$ cat src/rtl/serial_adder_if.sv
// Operand/handshake/result bundle for serial_adder. The master side drives a
// request and operands; the slave side (the adder) returns status and result.
interface serial_adder_if #(
    parameter int WIDTH = 8
);
    logic             start;
    logic             sub;
    logic [WIDTH-1:0] a;
    logic [WIDTH-1:0] b;
    logic             cin;
    logic             busy;
    logic             done;
    logic [WIDTH-1:0] sum;
    logic             cout;
    logic             overflow;

    modport master (
        output start, sub, a, b, cin,
        input  busy, done, sum, cout, overflow
    );

    modport slave (
        input  start, sub, a, b, cin,
        output busy, done, sum, cout, overflow
    );
endinterface

$ cat src/rtl/serial_adder.sv
// Multi-cycle adder/subtractor: BITS_PER_CYCLE bits per clock through a chain
// of full-adder cells, with a registered carry linking successive slices.
module serial_adder #(
    parameter int WIDTH          = 8,
    parameter int BITS_PER_CYCLE = 1
) (
    input  logic          i_clk,
    input  logic          i_rst,
    serial_adder_if.slave bus
);
    localparam int               STEPS     = WIDTH / BITS_PER_CYCLE;
    localparam int               CNT_W     = $clog2(STEPS) + 1;
    localparam logic [CNT_W-1:0] LAST_STEP = CNT_W'(STEPS - 1);

    typedef enum logic [1:0] {
        S_IDLE,
        S_RUN,
        S_DONE
    } state_t;

    state_t                          r_state;
    state_t                          w_state_nxt;
    logic                            w_accept;
    logic                            w_step;
    logic                            w_last;

    logic [WIDTH-1:0]                r_a;
    logic [WIDTH-1:0]                r_b;
    logic [WIDTH-1:0]                r_sum;
    logic                            r_carry;
    logic                            r_cout;
    logic                            r_overflow;
    logic [CNT_W-1:0]                r_cnt;

    logic [BITS_PER_CYCLE-1:0]       w_slice_sum;
    logic [BITS_PER_CYCLE:0]         w_chain;
    logic [WIDTH+BITS_PER_CYCLE-1:0] w_sum_cat;

    // NOTE: the state register is the only place r_state changes; next-state
    // logic lives in the always_comb below with every output defaulted first
    // so no path leaves a signal unassigned (which would infer a latch).
    always_ff @(posedge i_clk) begin
        if (i_rst) begin
            r_state <= S_IDLE;
        end else begin
            r_state <= w_state_nxt;
        end
    end

    always_comb begin
        w_state_nxt = r_state;
        w_accept    = 1'b0;
        w_step      = 1'b0;
        w_last      = 1'b0;
        case (r_state)
            S_IDLE: begin
                if (bus.start) begin
                    w_accept    = 1'b1;
                    w_state_nxt = S_RUN;
                end
            end
            S_RUN: begin
                w_step = 1'b1;
                if (r_cnt == LAST_STEP) begin
                    w_last      = 1'b1;
                    w_state_nxt = S_DONE;
                end
            end
            S_DONE: begin
                if (bus.start) begin
                    w_accept    = 1'b1;
                    w_state_nxt = S_RUN;
                end else begin
                    w_state_nxt = S_IDLE;
                end
            end
            default: w_state_nxt = S_IDLE;
        endcase
    end

    // Ripple through the slice; w_chain[i] is the carry into cell i.
    always_comb begin
        w_slice_sum = '0;
        w_chain     = '0;
        w_chain[0]  = r_carry;
        for (int i = 0; i < BITS_PER_CYCLE; i++) begin
            w_slice_sum[i] = r_a[i] ^ r_b[i] ^ w_chain[i];
            w_chain[i+1]   = (r_a[i] & r_b[i]) | (w_chain[i] & (r_a[i] ^ r_b[i]));
        end
    end

    // Concatenating first keeps the shift legal when one slice spans WIDTH.
    assign w_sum_cat = {w_slice_sum, r_sum};

    // NOTE: the datapath is reset explicitly (not just the FSM) so the result
    // outputs read zero after reset rather than a stale or partial sum.
    always_ff @(posedge i_clk) begin
        if (i_rst) begin
            r_a        <= '0;
            r_b        <= '0;
            r_sum      <= '0;
            r_carry    <= 1'b0;
            r_cout     <= 1'b0;
            r_overflow <= 1'b0;
            r_cnt      <= '0;
        end else if (w_accept) begin
            r_a        <= bus.a;
            r_b        <= bus.sub ? ~bus.b : bus.b;
            r_carry    <= bus.sub | bus.cin;
            r_sum      <= '0;
            r_cout     <= 1'b0;
            r_overflow <= 1'b0;
            r_cnt      <= '0;
        end else if (w_step) begin
            r_a     <= r_a >> BITS_PER_CYCLE;
            r_b     <= r_b >> BITS_PER_CYCLE;
            r_carry <= w_chain[BITS_PER_CYCLE];
            r_sum   <= w_sum_cat[WIDTH+BITS_PER_CYCLE-1:BITS_PER_CYCLE];
            r_cnt   <= r_cnt + CNT_W'(1);
            if (w_last) begin
                r_cout     <= w_chain[BITS_PER_CYCLE];
                r_overflow <= w_chain[BITS_PER_CYCLE-1] ^ w_chain[BITS_PER_CYCLE];
            end
        end
    end

    assign bus.busy     = (r_state == S_RUN);
    assign bus.done     = (r_state == S_DONE);
    assign bus.sum      = r_sum;
    assign bus.cout     = r_cout;
    assign bus.overflow = r_overflow;
endmodule

$ cat src/flat_wrapper.sv
// flat-port wrapper written by rule: the top's interface ports become plain ports
module serial_adder_flat 
#(
    parameter int WIDTH          = 8,
    parameter int BITS_PER_CYCLE = 1
)
  (i_clk, i_rst, bus_start, bus_sub, bus_a, bus_b, bus_cin, bus_busy, bus_done, bus_sum, bus_cout, bus_overflow);
  serial_adder_if #(.WIDTH(WIDTH)) bus_i ();
  input  logic i_clk;
  input  logic i_rst;
  input wire logic [$bits(bus_i.start)-1:0] bus_start;
  input wire logic [$bits(bus_i.sub)-1:0] bus_sub;
  input wire logic [$bits(bus_i.a)-1:0] bus_a;
  input wire logic [$bits(bus_i.b)-1:0] bus_b;
  input wire logic [$bits(bus_i.cin)-1:0] bus_cin;
  output wire logic [$bits(bus_i.busy)-1:0] bus_busy;
  output wire logic [$bits(bus_i.done)-1:0] bus_done;
  output wire logic [$bits(bus_i.sum)-1:0] bus_sum;
  output wire logic [$bits(bus_i.cout)-1:0] bus_cout;
  output wire logic [$bits(bus_i.overflow)-1:0] bus_overflow;
  assign bus_i.start = bus_start;
  assign bus_i.sub = bus_sub;
  assign bus_i.a = bus_a;
  assign bus_i.b = bus_b;
  assign bus_i.cin = bus_cin;
  assign bus_busy = bus_i.busy;
  assign bus_done = bus_i.done;
  assign bus_sum = bus_i.sum;
  assign bus_cout = bus_i.cout;
  assign bus_overflow = bus_i.overflow;
  serial_adder #(.WIDTH(WIDTH), .BITS_PER_CYCLE(BITS_PER_CYCLE)) u_core (.i_clk(i_clk), .i_rst(i_rst), .bus(bus_i));
endmodule
$ cat config.mk
export PLATFORM = sky130hd
export DESIGN_NAME = serial_adder_flat
export DESIGN_NICKNAME = d
export VERILOG_FILES = /design/src/rtl/serial_adder_if.sv /design/src/rtl/serial_adder.sv /design/src/flat_wrapper.sv
export SDC_FILE = /design/constraint.sdc
export NUM_CORES = 1
export LEC_CHECK = 0
export BUFFER_PORTS_ARGS = -buffer_cell sky130_fd_sc_hd__buf_2
export CAP_MARGIN = 20
export CORE_UTILIZATION = 40
export CTS_CLUSTER_DIAMETER = 50
export DETAILED_ROUTE_END_ITERATION = 8
export PLACE_DENSITY = 0.69
export SLEW_MARGIN = 20
export SYNTH_ARGS = -nofsm -noshare
export SYNTH_HDL_FRONTEND = slang
export SYNTH_SLANG_ARGS = --single-unit
$ cat constraint.sdc
create_clock -name i_clk -period 1.78 [get_ports i_clk]
set_input_delay 0.089 -clock i_clk [delete_from_list [all_inputs] [get_ports i_clk]]
set_output_delay 0.089 -clock i_clk [all_outputs]
set_load 0.01 [all_outputs]
# Word-level counts from Yosys, hierarchy flattened
# Index checks and enable logic that the tools add are counted.
[op_classes]
n_bitwise = 8
mux = 16
n_eq_ne = 5
add_sub_neg = 1
reduce_logical = 6
[op_table]
columns = ["cell", "count"]
rows = [
  ["8-bit 2-to-1 mux", 5],
  ["1-bit 2-to-1 mux", 8],
  ["8-bit NOT", 1],
  ["2-bit case mux with 3 select lines", 1],
  ["4-bit by 1-bit adder with 4-bit output (second input constant)", 1],
  ["4-bit by 3-bit == test with 1-bit output (second input constant)", 1],
  ["2-bit 2-to-1 mux", 2],
  ["2-bit AND reduction", 2],
  ["2-bit OR reduction", 2],
  ["1-bit XOR", 3],
  ["1-bit bitwise AND", 2],
  ["2-bit by 1-bit == test with 1-bit output (second input constant)", 1],
  ["2-bit == test (second input constant)", 1],
  ["2-bit zero test", 1],
  ["2-bit by 1-bit != test with 1-bit output (second input constant)", 1],
  ["2-bit != test (second input constant)", 1],
  ["1-bit bitwise OR", 2],
  ["2-bit nonzero test", 1],
]
[word_totals]
ff_bits = 33
in_bits = 21

# Depth between registers and ports, before layout
# Gate-level depths: netlist (run 1).
[depth]
ltp_word = 5
mapped_depth = 5
mapped_depth_nobuf = 4

# Worst setup path before layout (run 1)
# Ideal clock, no wire load.
[synth_path]
kind = "reg2reg"
startpoint = "register u_core.r_carry"
endpoint = "register u_core.r_overflow, in the netlist u_core.bus.overflow"
slack_ns = 0.533
path_stages_with_launch = 5
arrival_ns = 1.127
synth_period_minus_slack_ns = 1.247
t_required_ns = 1.660
cell_sequence = "dfxtp_1 > fa_1 > xor2_1 > nor3_1 > nor3_1"
[synth_between]
elab_chain_len = 3
[synth_lines]
columns = ["element", "line_no", "text"]
rows = [
  ["start: declaration", "serial_adder.sv:30", "logic r_carry;"],
  ["start signal: assignment", "serial_adder.sv:109", "r_carry <= bus.sub | bus.cin;"],
  ["start signal: assignment", "serial_adder.sv:117", "r_carry <= w_chain[BITS_PER_CYCLE];"],
  ["1-bit bitwise AND", "serial_adder.sv:88", "w_chain[i+1] = (r_a[i] & r_b[i]) | (w_chain[i] & (r_a[i] ^ r_b[i]));"],
  ["1-bit bitwise OR", "serial_adder.sv:88", ""],
  ["net u_core.w_chain[1]", "serial_adder.sv:36", "logic [BITS_PER_CYCLE:0] w_chain;"],
  ["1-bit XOR", "serial_adder.sv:122", "r_overflow <= w_chain[BITS_PER_CYCLE-1] ^ w_chain[BITS_PER_CYCLE];"],
  ["end signal: assignment", "serial_adder.sv:122", ""],
  ["end: declaration", "serial_adder.sv:32", "logic r_overflow;"],
]
# The timed path passes the listed nets, and every way through them passes these cells.
# A chain may end at the register's enable or synchronous reset.

# Final worst setup path (run 1)
[layout_path]
startpoint = "register u_core.r_state[1]"
endpoint = "output bus_busy"
[layout_between]
elab_chain_len = 1
[layout_lines]
columns = ["element", "line_no", "text"]
rows = [
  ["start: declaration", "serial_adder.sv:21", "state_t r_state;"],
  ["start signal: assignment", "serial_adder.sv:46", "r_state <= w_state_nxt;"],
  ["2-bit by 1-bit == test with 1-bit output", "serial_adder.sv:127", "assign bus.busy = (r_state == S_RUN);"],
  ["end: declaration", "flat_wrapper.sv:16", "output wire logic [$bits(bus_i.busy)-1:0] bus_busy;"],
]
# No other way between the ends.

==> impl_metrics.ini, run 1 <==
[run_status]
status = complete, no violations

[drt]
drc = 0
wl_mm = 2.83
drt_iter0_drc = 72
vias = 1215
vias_per_cell = 4.98
ant_nets = 0
drtPass1Iterations = 5
wl_per_cell_um = 11.6

[clock_network]
clkSinkCount = 33
cts_max_level = 2
clockBufferDepth = 2
path_clk_slew_ns = 0.09
root_buffer = clkbuf_4
ctsHoldBuffers = 0
clk_latency_ns = 0.34
cts_tree = built
cts_buffers = 5
postCtsSetupRepairBufs = 0
cts.repair.resized = 0

[sta]
finClkSkew_ns = 0.00507
rsz0062_at_grt = no
period_needed_ns = 1.58
holdWs_ns = 0.0422
slew_headroom_pct = 66.1
tightest_slew_ns = 0.507
fmax_mhz = 635
setup_viol = 0
period_share_pct = 88.5
tns_ns = 0
hold_violations = 0
slew_violations = 0
setup_ws_ns = 0.205

[final_layout]
nNetsFinal = 221
diodes = 0
layout-drive-gt1-share_pct = 23.2
nFillCells = 374
fin_area_mm2 = 0.00164
syn_to_final_growth_pct = 16.2

[synth]
yosys-top-cells-count = dfxtp_1 (33), nand2_1 (33), a21oi_1 (16)
async_flop_share_pct = 0
yosys.area.top_type = dfxtp_1
synth_fp_nets = 190
synth_seq_area_share_pct = 46.8
synth_edf_count = 0
netlist_area_mm2 = 0.00141
yosys.cell_types.count = 26
synth_area_leaders = dfxtp_1 (47%), nand2_1 (8.8%), xor2_1 (6.2%)
synth_top_area_share_pct = 46.8
syn_area_per_cell_um2 = 8.46
ys_seq_elements = 33
syn_inst = 167
yosysWarnings = 0
ys.flop_type = dfxtp_1

[setup_path]
cp_slowest_stage_delay_ns = 0.39
cp-start-kind = flop
path_cells = nand2b_2 -> inv_2 -> buf_2
critPathKind = flop to primary output
cp_num_buf_inv = 2
worst_ep_required_time_ns = 1.69
critPathCaptureType = primary output
slowest_stage = inv_2
cp_max_fo = 30
critPathTopFamily = buffers and inverters
critPathArrivalTime_ns = 1.49

[floorplan]
die_area_mm2 = 0.00377
die_h_um = 61.4
die_w_um = 61.4
core_area_mm2 = 0.00336
ios = 33
initial_core_util_pct = 42.0
num_rows = 21

[global_routing]
grt_pass1_vias = 1023
antenna_found_initial = 0
gr-total-overflow = 0
grt_pass1_wl_mm = 4.52
grtUsageTotal_pct = 16.7
grt_max_degree = 31

[placed_design]
io_buffers = 32
place_congestion = 0.703
dp_hpwl_mm = 1.87
place_area_mm2 = 0.00159
preCtsSetupSlack_ns = 0.454

[power]
ir_worst_vdd_mv = 0.448
p_per_area_mw_per_mm2 = 874
cellLeakagePower_nw = 0.661

[worst_hold_path]
hold_class = input pin to flop

[job]
drv_cap = 0
## state kept, by name, indices dropped and copies added, names as in the netlist
| name | flops |
|---|---|
| u_core.bus.sum | 8 |
| u_core.bus.overflow | 1 |
| u_core.r_b | 8 |
| u_core.bus.cout | 1 |
| u_core.r_state | 2 |
| u_core.r_a | 8 |
| u_core.r_carry | 1 |
| u_core.r_cnt | 4 |
## final cells by class
type | count | area (um2) | area share [%]
inverters | 2 | 7.51 | 0.457
clock buffers | 7 | 55.1 | 3.35
flip-flops and latches | 33 | 661 | 40.2
repair buffers | 36 | 190 | 11.6
well taps | 46 | 57.6 | 3.51
multi-input cells | 120 | 671 | 40.9
## metal layers
metal	vias up	share of wire (%)	global-route usage (%)
li1	636	-	-
met3	2	4.6	6.93
met1	549	49	20.7
met2	28	46	26.1
met4	0	0.39	6.35
met5	-	0	0
## tightest hold or removal path: stages
cell and delay, ns:
buf_2 0.09, a22oi_1 0.06, a21oi_1 0.11
## path summary, 6_finish.rpt
kind	from	endpoint	slack [ns]	cells after the start
worst max-delay path	u_core.r_state[1]$_SDFFE_PP0P_	bus_busy	0.20	3
worst min-delay path	bus_a[0]	u_core.r_a[0]$_SDFFE_PP0P_	0.04	3
worst max register to register	u_core.r_carry$_SDFFE_PP0P_	u_core.bus.overflow$_SDFFE_PP0P_	0.44	4
worst min register to register	u_core.bus.sum[4]$_SDFFE_PP0P_	u_core.bus.sum[3]$_SDFFE_PP0P_	0.47	2
## cell usage in the layout (no fill, tap or decap), types with 2 or more instances in the layout
cell type  Yosys  final
nand2_1       33     33
clkbuf_4       0      5
o22ai_1        6      6
buf_4          6      4
a22oi_1        2      2
nand3_1        6      6
nand3b_1       2      2
nand2b_2       2      2
a21oi_1       16     16
xor2_1        10     10
nor2b_1        2      2
o21ai_0        9      9
nor2_1         3      3
a31oi_1        7      7
dfxtp_1       33     33
nor3_1        15     15
buf_2          5     32
## stage by stage
| stage | util [%] | std cells | total power, mW |
|---|---|---|---|
| 3_5_place_dp | 47.2 | 237 | 1.02 |
| 5_1_grt | 48.8 | 244 | 1.51 |
| 2_1_floorplan | - | 167 | 0.972 |
| 4_1_cts | 48.8 | 244 | 1.45 |
| 3_3_place_gp | 47.2 | 237 | 1.02 |
| 6_report | 48.8 | 244 | 1.43 |
## power breakdown
part           switching (mW)  internal, mW
clock network           0.244         0.186
logic                   0.118        0.0834
registers              0.0245         0.779
total                   0.386          1.05
## cells by family (layout without fill, tap and decap cells)
kind of cell,after synthesis,in the layout,synth area share [%]
simple gates,66,66,22.0
compound gates,40,40,15.7
flops,33,33,46.8
buf+inv,14,45,5.76
xor+xnor,11,11,6.82
fa+ha+maj,2,2,2.30
mux,1,1,0.709
(Power assumes the default switching activity.)
==> inputs of run 2 (changes only) <==
- CTS_BUF_LIST: default -> sky130_fd_sc_hd__clkbuf_4
==> impl_metrics.ini, run 2 (synthesized netlist as in run 1, its figures left out) <==
[clock_network]
cts.repair.resized = 0
cts_max_level = 2
root_buffer = clkbuf_4
cts_tree = built
path_clk_slew_ns = 0.09
clk_latency_ns = 0.33
cts_buffers = 5
postCtsSetupRepairBufs = 0
clockBufferDepth = 2
ctsHoldBuffers = 0
clkSinkCount = 33

[final_layout]
syn_to_final_growth_pct = 15.8
layout-drive-gt1-share_pct = 23.2
multi_input_area_um2 = 671
nNetsFinal = 221
diodes = 0
nFillCells = 375
regArea_um2 = 661
layout_common_cells = nand2_1 (33), dfxtp_1 (33), buf_2 (32)

[setup_path]
reg2reg_to = u_core.bus.overflow$_SDFFE_PP0P_
slowest_stage = inv_2
critPathCaptureType = primary output
cp_max_fo = 30
timing.rr.start = u_core.r_carry$_SDFFE_PP0P_
worst_ep_required_time_ns = 1.69
critPathKind = flop to primary output
path_cells = nand2b_2 -> inv_2 -> buf_2
cp-start-kind = flop
r2r_slack_ns = 0.43
cp_slowest_stage_delay_ns = 0.40
rr_worst_depth = 4
critPathArrivalTime_ns = 1.48

[power]
intPower_mw = 1.02
comb_power_share_pct = 14.3
cellLeakagePower_nw = 0.659
switchingPower_uw = 385
ir_worst_vdd_mv = 0.426
clkPwrFrac_pct = 28.5
switching_share_pct = 27.4
p_per_area_mw_per_mm2 = 860
seq_power_share_pct = 57.2

[drt]
vias = 1210
drc = 0
vias_per_cell = 4.96
drt_iter0_drc = 67
wl_mm = 2.84
ant_nets = 0
drtPass1Iterations = 4
wl_per_cell_um = 11.6

[worst_hold_path]
hold_class = input pin to flop
min_path_cells = 3
hp-start = bus_a[0]
holdPathEnd = u_core.r_a[0]$_SDFFE_PP0P_

[sta]
setup_viol = 0
setup_ws_ns = 0.207
hold_violations = 0
fmax_mhz = 636
finClkSkew_ns = 0.00237
tightest_slew_ns = 0.510
slew_headroom_pct = 65.9
rsz0062_at_grt = no
period_needed_ns = 1.57
period_share_pct = 88.4
slew_violations = 0
tns_ns = 0

[global_routing]
grt_pass1_vias = 1024
grt_pass1_wl_mm = 4.53
gr-total-overflow = 0
grtUsageTotal_pct = 16.7
grt_max_degree = 31
antenna_found_initial = 0

[placed_design]
dp_hpwl_mm = 1.87
place_congestion = 0.703
preCtsSetupSlack_ns = 0.454
io_buffers = 32

[floorplan]
core_area_mm2 = 0.00336
initial_core_util_pct = 42.0
ios = 33
num_rows = 21
die_area_mm2 = 0.00377
die_h_um = 61.4
die_w_um = 61.4

[run_status]
status = complete, no violations

[job]
drv_cap = 0
==> run 2: worst max-delay path by stage <==
stage	start	to	slack, ns	depth (start not counted)
2_1_floorplan	u_core.r_carry$_SDFFE_PP0P_	u_core.bus.overflow$_SDFFE_PP0P_	0.53	4
3_3_place_gp	u_core.r_carry$_SDFFE_PP0P_	u_core.bus.overflow$_SDFFE_PP0P_	0.49	4
3_5_place_dp	u_core.r_carry$_SDFFE_PP0P_	u_core.bus.overflow$_SDFFE_PP0P_	0.45	4
4_1_cts	u_core.r_state[1]$_SDFFE_PP0P_	bus_busy	0.19	3
5_1_grt	u_core.r_state[1]$_SDFFE_PP0P_	bus_busy	0.12	3
6_report	u_core.r_state[1]$_SDFFE_PP0P_	bus_busy	0.21	3
==> run 2: power by group through the flow <==
| stage | Sequential [mW] | Clock, mW | Combinational, mW |
|---|---|---|---|
| 6_report | 0.804 | 0.401 | 0.201 |
| 5_1_grt | 0.809 | 0.444 | 0.229 |
| 4_1_cts | 0.804 | 0.417 | 0.203 |
| 3_5_place_dp | 0.821 | 0 | 0.202 |
| 3_3_place_gp | 0.820 | 0 | 0.201 |
| 2_1_floorplan | 0.817 | 0 | 0.155 |
==> run 2: through the flow <==
step                power (mW)  util [%]  cell area (um2)  instances  hold WS (ns)
finish                    1.41      48.6             1640        244        0.0449
detailed placement        1.02      47.2             1590        237         0.386
global route              1.48      48.6             1640        244        0.0501
CTS                       1.42      48.6             1640        244        0.0269
floorplan                0.972         -             1410        167         0.159
global placement          1.02      47.2             1590        237         0.379
==> run 2: layer usage <==
layer  global-route usage, %  share of wire [%]
met5                       0                  0
met2                    26.1                 47
met4                    6.35               0.39
met3                    6.93                4.3
met1                    20.7                 48
==> run 2: area by class of cell <==
type | instances | area share (%)
tap | 46 | 3.52
clock inverter | 1 | 0.230
inverter | 2 | 0.459
timing repair buffer | 36 | 11.6
sequential | 33 | 40.4
clock buffer | 6 | 2.75
multi-input combinational | 120 | 41.0
==> run 2: critical path, delay by kind of cell (launching register included) <==
family	cells	cell delay [ns]
buf+inv	2	0.63
flops	1	0.32
simple gates	1	0.20
